### src/rtl/ex_mem_pipe_pkg.sv
// rtl/ex_mem_pipe_pkg.sv - shared core package: widths, skid state encoding, mem_size codes
package ex_mem_pipe_pkg;

    localparam int XLEN_DEF   = 32;
    localparam int RA_W_DEF   = 5;
    localparam int SIZE_W_DEF = 3;

    // Occupancy of a two-entry skid stage.
    typedef enum logic [1:0] {
        ST_EMPTY = 2'd0,
        ST_ONE   = 2'd1,
        ST_TWO   = 2'd2
    } skid_state_e;

    // mem_size codes; bit 2 marks the zero-extending (unsigned) load variants.
    localparam logic [2:0] MEM_SIZE_B  = 3'b000;
    localparam logic [2:0] MEM_SIZE_H  = 3'b001;
    localparam logic [2:0] MEM_SIZE_W  = 3'b010;
    localparam logic [2:0] MEM_SIZE_BU = 3'b100;
    localparam logic [2:0] MEM_SIZE_HU = 3'b101;

endpackage

### src/rtl/ex_mem_pipe_if.sv
// rtl/ex_mem_pipe_if.sv - EX->MEM stage bus: flush, input handshake/payload, output handshake/payload
//
// slave  : the pipeline stage (receives EX side, drives MEM side)
// master : the surrounding pipeline (drives EX side, receives MEM side)
interface ex_mem_pipe_if
    import ex_mem_pipe_pkg::*;
#(
    parameter int XLEN   = XLEN_DEF,
    parameter int RA_W   = RA_W_DEF,
    parameter int SIZE_W = SIZE_W_DEF
);
    logic              flush_i;

    logic              in_valid_i;
    logic              in_ready_o;
    logic [RA_W-1:0]   rd_addr_i;
    logic [XLEN-1:0]   rd_data_i;
    logic              rd_wen_i;
    logic [XLEN-1:0]   mem_addr_i;
    logic [XLEN-1:0]   mem_data_i;
    logic [SIZE_W-1:0] mem_size_i;
    logic              mem_we_i;
    logic              mem_re_i;

    logic              out_valid_o;
    logic              out_ready_i;
    logic [RA_W-1:0]   rd_addr_o;
    logic [XLEN-1:0]   rd_data_o;
    logic              rd_wen_o;
    logic [XLEN-1:0]   mem_addr_o;
    logic [XLEN-1:0]   mem_data_o;
    logic [SIZE_W-1:0] mem_size_o;
    logic              mem_we_o;
    logic              mem_re_o;

    modport slave (
        input  flush_i,
        input  in_valid_i, rd_addr_i, rd_data_i, rd_wen_i,
        input  mem_addr_i, mem_data_i, mem_size_i, mem_we_i, mem_re_i,
        output in_ready_o,
        output out_valid_o, rd_addr_o, rd_data_o, rd_wen_o,
        output mem_addr_o, mem_data_o, mem_size_o, mem_we_o, mem_re_o,
        input  out_ready_i
    );

    modport master (
        output flush_i,
        output in_valid_i, rd_addr_i, rd_data_i, rd_wen_i,
        output mem_addr_i, mem_data_i, mem_size_i, mem_we_i, mem_re_i,
        input  in_ready_o,
        input  out_valid_o, rd_addr_o, rd_data_o, rd_wen_o,
        input  mem_addr_o, mem_data_o, mem_size_o, mem_we_o, mem_re_o,
        output out_ready_i
    );

endinterface

### src/rtl/pipe_skid_reg.sv
// rtl/pipe_skid_reg.sv - generic two-entry skid register with valid/ready/flush
//
// Ports:
//   clk, rst_n           clock, asynchronous active-low reset
//   flush                drop held entries and any same-cycle input
//   in_valid/in_ready    upstream handshake (in_ready is a flop)
//   in_data[W]           upstream payload
//   out_valid/out_ready  downstream handshake (out_valid is a flop)
//   out_data[W]          downstream payload, straight from the main register
module pipe_skid_reg
    import ex_mem_pipe_pkg::*;
#(
    parameter int W = 8
) (
    input  logic         clk,
    input  logic         rst_n,
    input  logic         flush,
    input  logic         in_valid,
    output logic         in_ready,
    input  logic [W-1:0] in_data,
    output logic         out_valid,
    input  logic         out_ready,
    output logic [W-1:0] out_data
);

    skid_state_e  state_q, state_d;
    logic [W-1:0] main_q, main_d;
    logic [W-1:0] skid_q, skid_d;
    logic         xfer_in;
    logic         xfer_out;

    assign xfer_in  = in_valid & in_ready;
    assign xfer_out = out_valid & out_ready;
    assign out_data = main_q;

    // Main is zeroed whenever the stage empties, so an idle stage presents an
    // all-zero payload (no write/load/store enables on bubbles).
    always_comb begin
        state_d = state_q;
        main_d  = main_q;
        skid_d  = skid_q;
        unique case (state_q)
            ST_EMPTY: begin
                if (xfer_in) begin
                    state_d = ST_ONE;
                    main_d  = in_data;
                end
            end
            ST_ONE: begin
                if (xfer_in && xfer_out) begin
                    main_d = in_data;
                end else if (xfer_in) begin
                    state_d = ST_TWO;
                    skid_d  = in_data;
                end else if (xfer_out) begin
                    state_d = ST_EMPTY;
                    main_d  = '0;
                end
            end
            ST_TWO: begin
                // in_ready is low here, so only the drain case exists.
                if (xfer_out) begin
                    state_d = ST_ONE;
                    main_d  = skid_q;
                end
            end
            default: begin
                state_d = ST_EMPTY;
                main_d  = '0;
            end
        endcase
        if (flush) begin
            state_d = ST_EMPTY;
            main_d  = '0;
        end
    end

    // Handshake outputs are registered from the next state so that in_ready
    // has no combinational path from out_ready.
    always_ff @(posedge clk or negedge rst_n) begin
        if (!rst_n) begin
            state_q   <= ST_EMPTY;
            main_q    <= '0;
            skid_q    <= '0;
            in_ready  <= 1'b1;
            out_valid <= 1'b0;
        end else begin
            state_q   <= state_d;
            main_q    <= main_d;
            skid_q    <= skid_d;
            in_ready  <= (state_d != ST_TWO);
            out_valid <= (state_d != ST_EMPTY);
        end
    end

endmodule

### src/rtl/ex_mem_pipe.sv
// rtl/ex_mem_pipe.sv - EX/MEM pipeline stage built on a two-entry skid register
//
// Ports:
//   clk    clock, rising edge
//   rst_n  asynchronous active-low reset
//   bus    ex_mem_pipe_if.slave: flush_i, in_valid_i/in_ready_o with writeback
//          (rd_*) and memory (mem_*) payload in; out_valid_o/out_ready_i with
//          the registered payload out
module ex_mem_pipe
    import ex_mem_pipe_pkg::*;
#(
    parameter int XLEN   = XLEN_DEF,
    parameter int RA_W   = RA_W_DEF,
    parameter int SIZE_W = SIZE_W_DEF
) (
    input  logic           clk,
    input  logic           rst_n,
    ex_mem_pipe_if.slave   bus
);

    localparam int PW = RA_W + XLEN + 1 + XLEN + XLEN + SIZE_W + 1 + 1;

    logic [PW-1:0] in_data;
    logic [PW-1:0] out_data;

    assign in_data = {bus.rd_addr_i, bus.rd_data_i, bus.rd_wen_i,
                      bus.mem_addr_i, bus.mem_data_i, bus.mem_size_i,
                      bus.mem_we_i, bus.mem_re_i};

    pipe_skid_reg #(
        .W (PW)
    ) u_skid (
        .clk       (clk),
        .rst_n     (rst_n),
        .flush     (bus.flush_i),
        .in_valid  (bus.in_valid_i),
        .in_ready  (bus.in_ready_o),
        .in_data   (in_data),
        .out_valid (bus.out_valid_o),
        .out_ready (bus.out_ready_i),
        .out_data  (out_data)
    );

    assign {bus.rd_addr_o, bus.rd_data_o, bus.rd_wen_o,
            bus.mem_addr_o, bus.mem_data_o, bus.mem_size_o,
            bus.mem_we_o, bus.mem_re_o} = out_data;

endmodule

### src/flat_wrapper.sv
// flat-port wrapper written by rule: the top's interface ports become plain ports
module ex_mem_pipe_flat import ex_mem_pipe_pkg::*;
#(
    parameter int XLEN   = XLEN_DEF,
    parameter int RA_W   = RA_W_DEF,
    parameter int SIZE_W = SIZE_W_DEF
)
  (clk, rst_n, bus_flush_i, bus_in_valid_i, bus_rd_addr_i, bus_rd_data_i, bus_rd_wen_i, bus_mem_addr_i, bus_mem_data_i, bus_mem_size_i, bus_mem_we_i, bus_mem_re_i, bus_in_ready_o, bus_out_valid_o, bus_rd_addr_o, bus_rd_data_o, bus_rd_wen_o, bus_mem_addr_o, bus_mem_data_o, bus_mem_size_o, bus_mem_we_o, bus_mem_re_o, bus_out_ready_i);
  ex_mem_pipe_if #(.XLEN(XLEN), .RA_W(RA_W), .SIZE_W(SIZE_W)) bus_i ();
  input  logic clk;
  input  logic rst_n;
  input wire logic [$bits(bus_i.flush_i)-1:0] bus_flush_i;
  input wire logic [$bits(bus_i.in_valid_i)-1:0] bus_in_valid_i;
  input wire logic [$bits(bus_i.rd_addr_i)-1:0] bus_rd_addr_i;
  input wire logic [$bits(bus_i.rd_data_i)-1:0] bus_rd_data_i;
  input wire logic [$bits(bus_i.rd_wen_i)-1:0] bus_rd_wen_i;
  input wire logic [$bits(bus_i.mem_addr_i)-1:0] bus_mem_addr_i;
  input wire logic [$bits(bus_i.mem_data_i)-1:0] bus_mem_data_i;
  input wire logic [$bits(bus_i.mem_size_i)-1:0] bus_mem_size_i;
  input wire logic [$bits(bus_i.mem_we_i)-1:0] bus_mem_we_i;
  input wire logic [$bits(bus_i.mem_re_i)-1:0] bus_mem_re_i;
  output wire logic [$bits(bus_i.in_ready_o)-1:0] bus_in_ready_o;
  output wire logic [$bits(bus_i.out_valid_o)-1:0] bus_out_valid_o;
  output wire logic [$bits(bus_i.rd_addr_o)-1:0] bus_rd_addr_o;
  output wire logic [$bits(bus_i.rd_data_o)-1:0] bus_rd_data_o;
  output wire logic [$bits(bus_i.rd_wen_o)-1:0] bus_rd_wen_o;
  output wire logic [$bits(bus_i.mem_addr_o)-1:0] bus_mem_addr_o;
  output wire logic [$bits(bus_i.mem_data_o)-1:0] bus_mem_data_o;
  output wire logic [$bits(bus_i.mem_size_o)-1:0] bus_mem_size_o;
  output wire logic [$bits(bus_i.mem_we_o)-1:0] bus_mem_we_o;
  output wire logic [$bits(bus_i.mem_re_o)-1:0] bus_mem_re_o;
  input wire logic [$bits(bus_i.out_ready_i)-1:0] bus_out_ready_i;
  assign bus_i.flush_i = bus_flush_i;
  assign bus_i.in_valid_i = bus_in_valid_i;
  assign bus_i.rd_addr_i = bus_rd_addr_i;
  assign bus_i.rd_data_i = bus_rd_data_i;
  assign bus_i.rd_wen_i = bus_rd_wen_i;
  assign bus_i.mem_addr_i = bus_mem_addr_i;
  assign bus_i.mem_data_i = bus_mem_data_i;
  assign bus_i.mem_size_i = bus_mem_size_i;
  assign bus_i.mem_we_i = bus_mem_we_i;
  assign bus_i.mem_re_i = bus_mem_re_i;
  assign bus_in_ready_o = bus_i.in_ready_o;
  assign bus_out_valid_o = bus_i.out_valid_o;
  assign bus_rd_addr_o = bus_i.rd_addr_o;
  assign bus_rd_data_o = bus_i.rd_data_o;
  assign bus_rd_wen_o = bus_i.rd_wen_o;
  assign bus_mem_addr_o = bus_i.mem_addr_o;
  assign bus_mem_data_o = bus_i.mem_data_o;
  assign bus_mem_size_o = bus_i.mem_size_o;
  assign bus_mem_we_o = bus_i.mem_we_o;
  assign bus_mem_re_o = bus_i.mem_re_o;
  assign bus_i.out_ready_i = bus_out_ready_i;
  ex_mem_pipe #(.XLEN(XLEN), .RA_W(RA_W), .SIZE_W(SIZE_W)) u_core (.clk(clk), .rst_n(rst_n), .bus(bus_i));
endmodule
### config.mk
export PLATFORM = sky130hd
export DESIGN_NAME = ex_mem_pipe_flat
export DESIGN_NICKNAME = d
export VERILOG_FILES = /design/src/rtl/ex_mem_pipe_pkg.sv /design/src/rtl/ex_mem_pipe_if.sv /design/src/rtl/pipe_skid_reg.sv /design/src/rtl/ex_mem_pipe.sv /design/src/flat_wrapper.sv
export SDC_FILE = /design/constraint.sdc
export NUM_CORES = 1
export LEC_CHECK = 0
export ABC_AREA = 1
export BUFFER_PORTS_ARGS = -buffer_cell sky130_fd_sc_hd__buf_2
export CAP_MARGIN = 20
export CORE_ASPECT_RATIO = 1.1
export CORE_MARGIN = 2
export CORE_UTILIZATION = 35
export CTS_BUF_LIST = sky130_fd_sc_hd__clkbuf_8
export CTS_CLUSTER_DIAMETER = 120
export DETAILED_ROUTE_END_ITERATION = 6
export PLACE_DENSITY_LB_ADDON = 0.1
export SLEW_MARGIN = 20
export SYNTH_ARGS = -nofsm -noshare
export SYNTH_HDL_FRONTEND = slang
export SYNTH_SLANG_ARGS = --single-unit
### constraint.sdc
create_clock -name clk -period 3.7 [get_ports clk]
set_clock_uncertainty 0.2 [all_clocks]
set_input_delay 0.74 -clock clk [delete_from_list [all_inputs] [get_ports clk]]
set_output_delay 0.74 -clock clk [all_outputs]
set_load 0.03 [all_outputs]
# == Word-level counts from Yosys, hierarchy flattened ==
# Cells that the tools add are included.
# W data, S select, Z words.
# totals
register_bits,218
output_inout_bits,109
in_bits,112
word_cells,34
# classes
mux,14
n_bitwise,3
eq_ne,7
n_reduce_logical,5
# op_table
operator,count
$mux W107,6
$pmux W107 S3,1
$mux W2,6
$ne A4 B4 Y1 const B,2
$ne A3 B3 Y1 const B,2
$pmux W2 S3,1
$reduce_and A4 Y1,1
$reduce_and A3 Y1,1
$and A1 B1 Y1,2
$eq A2 B1 Y1 const B,1
$eq A2 B2 Y1 const B,1
$logic_not A2 Y1,1
$ne A2 B2 Y1 const B,1
$reduce_bool A2 Y1,1
$logic_and A1 B1 Y1,1
$not A1 Y1,1

# == Logic depth before layout (Yosys ltp) ==
# depth
word_depth,7
ltp_mapped,10
ltp_nobuf,8

# == Least setup slack after synthesis ==
# OpenSTA, ideal clock, no wires.
# synth_timing
path_kind,input -> register
from,input bus_in_valid_i
to,register u_core.u_skid.skid_q[100]
t_arrival_ps,1690
path_buffers,2
path_stages,7
t_required_ps,3383
setup_ps,117
setup_slack_ps,1693
path_cell_list,nand2_1 > nor2_2 > nand2_2 > buf_2 > buf_2 > nand2_1 > nand2_1
# synth_between
elab_chain_cells,4
# synth_rtl
element,line,rtl
start: declaration,flat_wrapper.sv:13,input wire logic [$bits(bus_i.in_valid_i)-1:0] bus_in_valid_i;
$and A1 B1 Y1 *,pipe_skid_reg.sv:32,assign xfer_in = in_valid & in_ready;
$logic_and A1 B1 Y1,pipe_skid_reg.sv:50,if (xfer_in && xfer_out) begin
$not A1 Y1 (no line),n/a,
$reduce_and A3 Y1 (no line) *,n/a,
end signal: assignment,pipe_skid_reg.sv:90,skid_q <= skid_d;
end: declaration,pipe_skid_reg.sv:28,"logic [W-1:0] skid_q, skid_d;"
# Mark *: on every way between the ends. The rest lies on a longest branch, timed or not.
# A chain may end at the register's enable or synchronous reset.

# == Worst setup path in the final report ==
# layout_timing
from,register u_core.u_skid.state_q[1]
to,register u_core.u_skid.main_q[92] (netlist: u_core.u_skid.out_data[92])
# layout_between
elab_chain_cells,3
elab_cells_between_ends,10
classes_between,eq/ne: 6; mux: 2; reduce/logical: 2
# layout_rtl
element,line,rtl
start: declaration,pipe_skid_reg.sv:26,"skid_state_e state_q, state_d;"
start signal: assignment,pipe_skid_reg.sv:88,state_q <= state_d;
$eq A2 B1 Y1 (tied with other cells),pipe_skid_reg.sv:42,unique case (state_q)
$ne A4 B4 Y1 (no line) (tied with other cells),n/a,
$reduce_and A4 Y1 (no line) or $mux W107 (tied branches),n/a,
end signal: assignment,pipe_skid_reg.sv:89,main_q <= main_d;
end: declaration,pipe_skid_reg.sv:27,"logic [W-1:0] main_q, main_d;"
# Parallel ways exist; a longest one is shown, timed or not.

==> impl_metrics.tcl <==
set metrics [dict create \
    critPathKind "reg2reg" \
    fillers 3134 \
    synth_cell_type_count 15 \
    critical-path-slowest-cell "buf_4" \
    synth.most_common_cell "nand2_1" \
    coreArea_um2 29700 \
    synth_area_leaders "dfrtp_1 (51%), nand2_1 (23%), nand3_1 (20%), clkbuf_1 (1.9%), buf_2 (1.4%)" \
    leakagePower_nw 7.17 \
    wire_per_inst_um 17.2 \
    maxCapViolations 0 \
    gp_congestion 0.730 \
    synth_edf_count 0 \
    hold_viol 1 \
    required_ns 3.97 \
    p_sw_mw 2.86 \
    stdcell_count 2009 \
    clk_pin_slew_ns 0.06 \
    synth-seq-area-share_pct 51.4 \
    cts_tree "built" \
    path_cells "inv_2 -> nand2_1 -> inv_4 -> buf_4 -> buf_4 -> nand2_1 -> nand3_1 -> nand2_1 -> nand2_1" \
    timing.fmax_mhz 385 \
    cp_common_cell "nand2_1" \
    powerDensity_nw_per_um2 614 \
    syn_area_per_cell_um2 7.43 \
    h-tree-depth 2 \
    end_kind "register" \
    critPathLaunchType "register" \
    synth_commonest_cells "nand2_1 (657), nand3_1 (430), dfrtp_1 (217), clkbuf_1 (55), buf_2 (29)" \
    postCtsSetupRepairBufs 0 \
    clkSinkCount 218 \
    violations "hold timing" \
    finalSetupViolations 0 \
    yosys.area.top_type "dfrtp_1" \
    whs_ns -0.00688 \
    dp_hpwl_um 19800 \
    viasPerCell 5.11 \
    portBuffers 220 \
    areaGrowthSynthToFinish_pct 20.7 \
    yosys.area.top_type_share_pct 51.1 \
    drt-pass1-iter-count 5 \
    setup_tns_ns 0 \
    cts_buffer_depth 3 \
    clkPwrFrac_pct 29.8 \
    grt_usage_pct 21.7 \
    cp.arrival_ns 2.87 \
    drive_gt1_share_pct 19.1 \
    async_flop_share_pct 100 \
    rsz0062_at_grt "no" \
    dieArea_um2 31800 \
    io-pin-count 221 \
    root_buffer "clkbuf_8" \
    seqPwrFrac_pct 43.9 \
    grt_pass1_wl_um 55500 \
    pwr-share-comb_pct 26.2 \
    hold_path.class "in2async" \
    rows 66 \
    min_period_ns 2.60 \
    synth_area_um2 10600 \
    dp_cells 1936 \
    dieHeight_um 187 \
    ir_drop_uv 307 \
    grt_overflow_total 0 \
    synthCells 1431 \
    slew_viol_final 0 \
    wl_um 34500 \
    crit_path_max_fanout 54 \
    ys_ff_latch 218 \
    antenna_found_initial 11 \
    grt_pass1_vias 10100 \
    first_iter_violations 732 \
    clock_latency_ns 0.52 \
    grt_max_degree 109 \
    tightest_slew_ns 0.843 \
    cts_made_buffers 40 \
    dieWidth_um 170 \
    slowest_delay_ns 0.67 \
    nNetsFinal 1716 \
    antenna_left 0 \
    p_int_mw 5.01 \
    relSlewSlack_pct 43.8 \
    dr_total_vias 10300 \
    syn_nets 1543 \
    initial_core_util_pct 35.7 \
    swShare_pct 36.4 \
    finalCritPeriodShare_pct 70.2 \
    status "complete, but fails checks" \
    hold_buffers 0 \
    cts-resized-gates 0 \
    synth_ff_type "dfrtp_1" \
    yosysWarnings 0 \
    drc 0 \
]
[worst max-delay path, delay by kind of cell, from the launching register on]
family	cells	cell delay (ns)
DFF	1	0.40
and+or+nand+nor	5	0.52
buffers and inverters	4	1.37
[stage by stage]
stage          instance area [um^2]  worst slack (ns)  power [mW]  utilization [%]
2_1_floorplan                 10600              1.69        4.84                -
3_3_place_gp                  12000              1.13        5.55             40.4
3_5_place_dp                  12000              1.11        5.58             40.4
4_1_cts                       12800              1.09        7.99             43.1
5_1_grt                       12800             0.925        8.43             43.1
6_report                      12800              1.10        7.87             43.1
[sequential cells by signal, indices dropped and copies added (netlist names)]
signal	count
u_core.u_skid.out_data	107
u_core.u_skid.skid_q	107
u_core.u_skid.state_q	2
u_core.u_skid.in_ready	1
u_core.u_skid.out_valid	1
[layout make-up]
class / count / area, um^2 / area share, %
flip-flops and latches: 218 / 5460 / 42.5
diodes: 5 / 12.5 / 0.0976
clock inverters: 16 / 96.3 / 0.751
inverters: 8 / 37.5 / 0.293
repair buffers: 242 / 1340 / 10.4
well taps: 374 / 468 / 3.65
multi-input cells: 1094 / 4700 / 36.6
clock buffers: 52 / 716 / 5.58
[worst paths after layout]
| kind | startpoint | endpoint | slack (ns) | depth (start not counted) |
|---|---|---|---|---|
| hold reg to reg | u_core.u_skid.skid_q[37]$_DFFE_PN0P_ | u_core.u_skid.skid_q[37]$_DFFE_PN0P_ | 0.27 | 2 |
| hold / removal | rst_n | u_core.u_skid.out_data[56]$_DFFE_PN0P_ | -0.007 | 1 |
| setup reg to reg | u_core.u_skid.state_q[1]$_DFF_PN0_ | u_core.u_skid.out_data[92]$_DFFE_PN0P_ | 1.10 | 9 |
| max in group asynchronous | rst_n | u_core.u_skid.skid_q[79]$_DFFE_PN0P_ | 2.33 | 2 |
| setup / recovery | u_core.u_skid.state_q[1]$_DFF_PN0_ | u_core.u_skid.out_data[92]$_DFFE_PN0P_ | 1.10 | 9 |
| min in group clk | u_core.u_skid.skid_q[37]$_DFFE_PN0P_ | u_core.u_skid.skid_q[37]$_DFFE_PN0P_ | 0.27 | 2 |
[metal layers]
| metal | wire length (um) | up-vias | global-route usage, % |
|---|---|---|---|
| met2 | 16100 | 272 | 35.2 |
| met4 | 520 | 14 | 5.42 |
| met3 | 2190 | 49 | 5.05 |
| li1 | - | 5013 | - |
| met1 | 15600 | 4925 | 29.3 |
| met5 | 80 | - | 0 |
[kinds of logic (layout without fill, tap and decap cells)]
kind of cell,after synthesis,in the layout,synth area share (%)
simple gates,1094,1094,43.9
flops,218,218,51.4
other cells,0,5,0
buf+inv,119,318,4.72
[power by group through the flow]
stage / logic (mW) / registers (mW) / clock network [mW]
floorplan: 1.10 / 3.74 / 0
global placement: 2.07 / 3.48 / 0
detailed placement: 2.10 / 3.48 / 0
CTS: 2.10 / 3.45 / 2.43
global route: 2.34 / 3.55 / 2.54
finish: 2.07 / 3.46 / 2.35
[cells in the final DEF (no fill, tap or decap), drive strengths merged]
cell | synthesis | routed
dfrtp | 217 | 217
nand4 | 1 | 1
inv | 8 | 19
nand2 | 659 | 659
nor2 | 4 | 4
buf | 56 | 242
nand3 | 430 | 430
diode | 0 | 5
dfstp | 1 | 1
clkinvlp | 0 | 2
bufinv | 0 | 1
clkinv | 0 | 2
clkbuf | 55 | 52
Power figures use the tool's default switching activity.
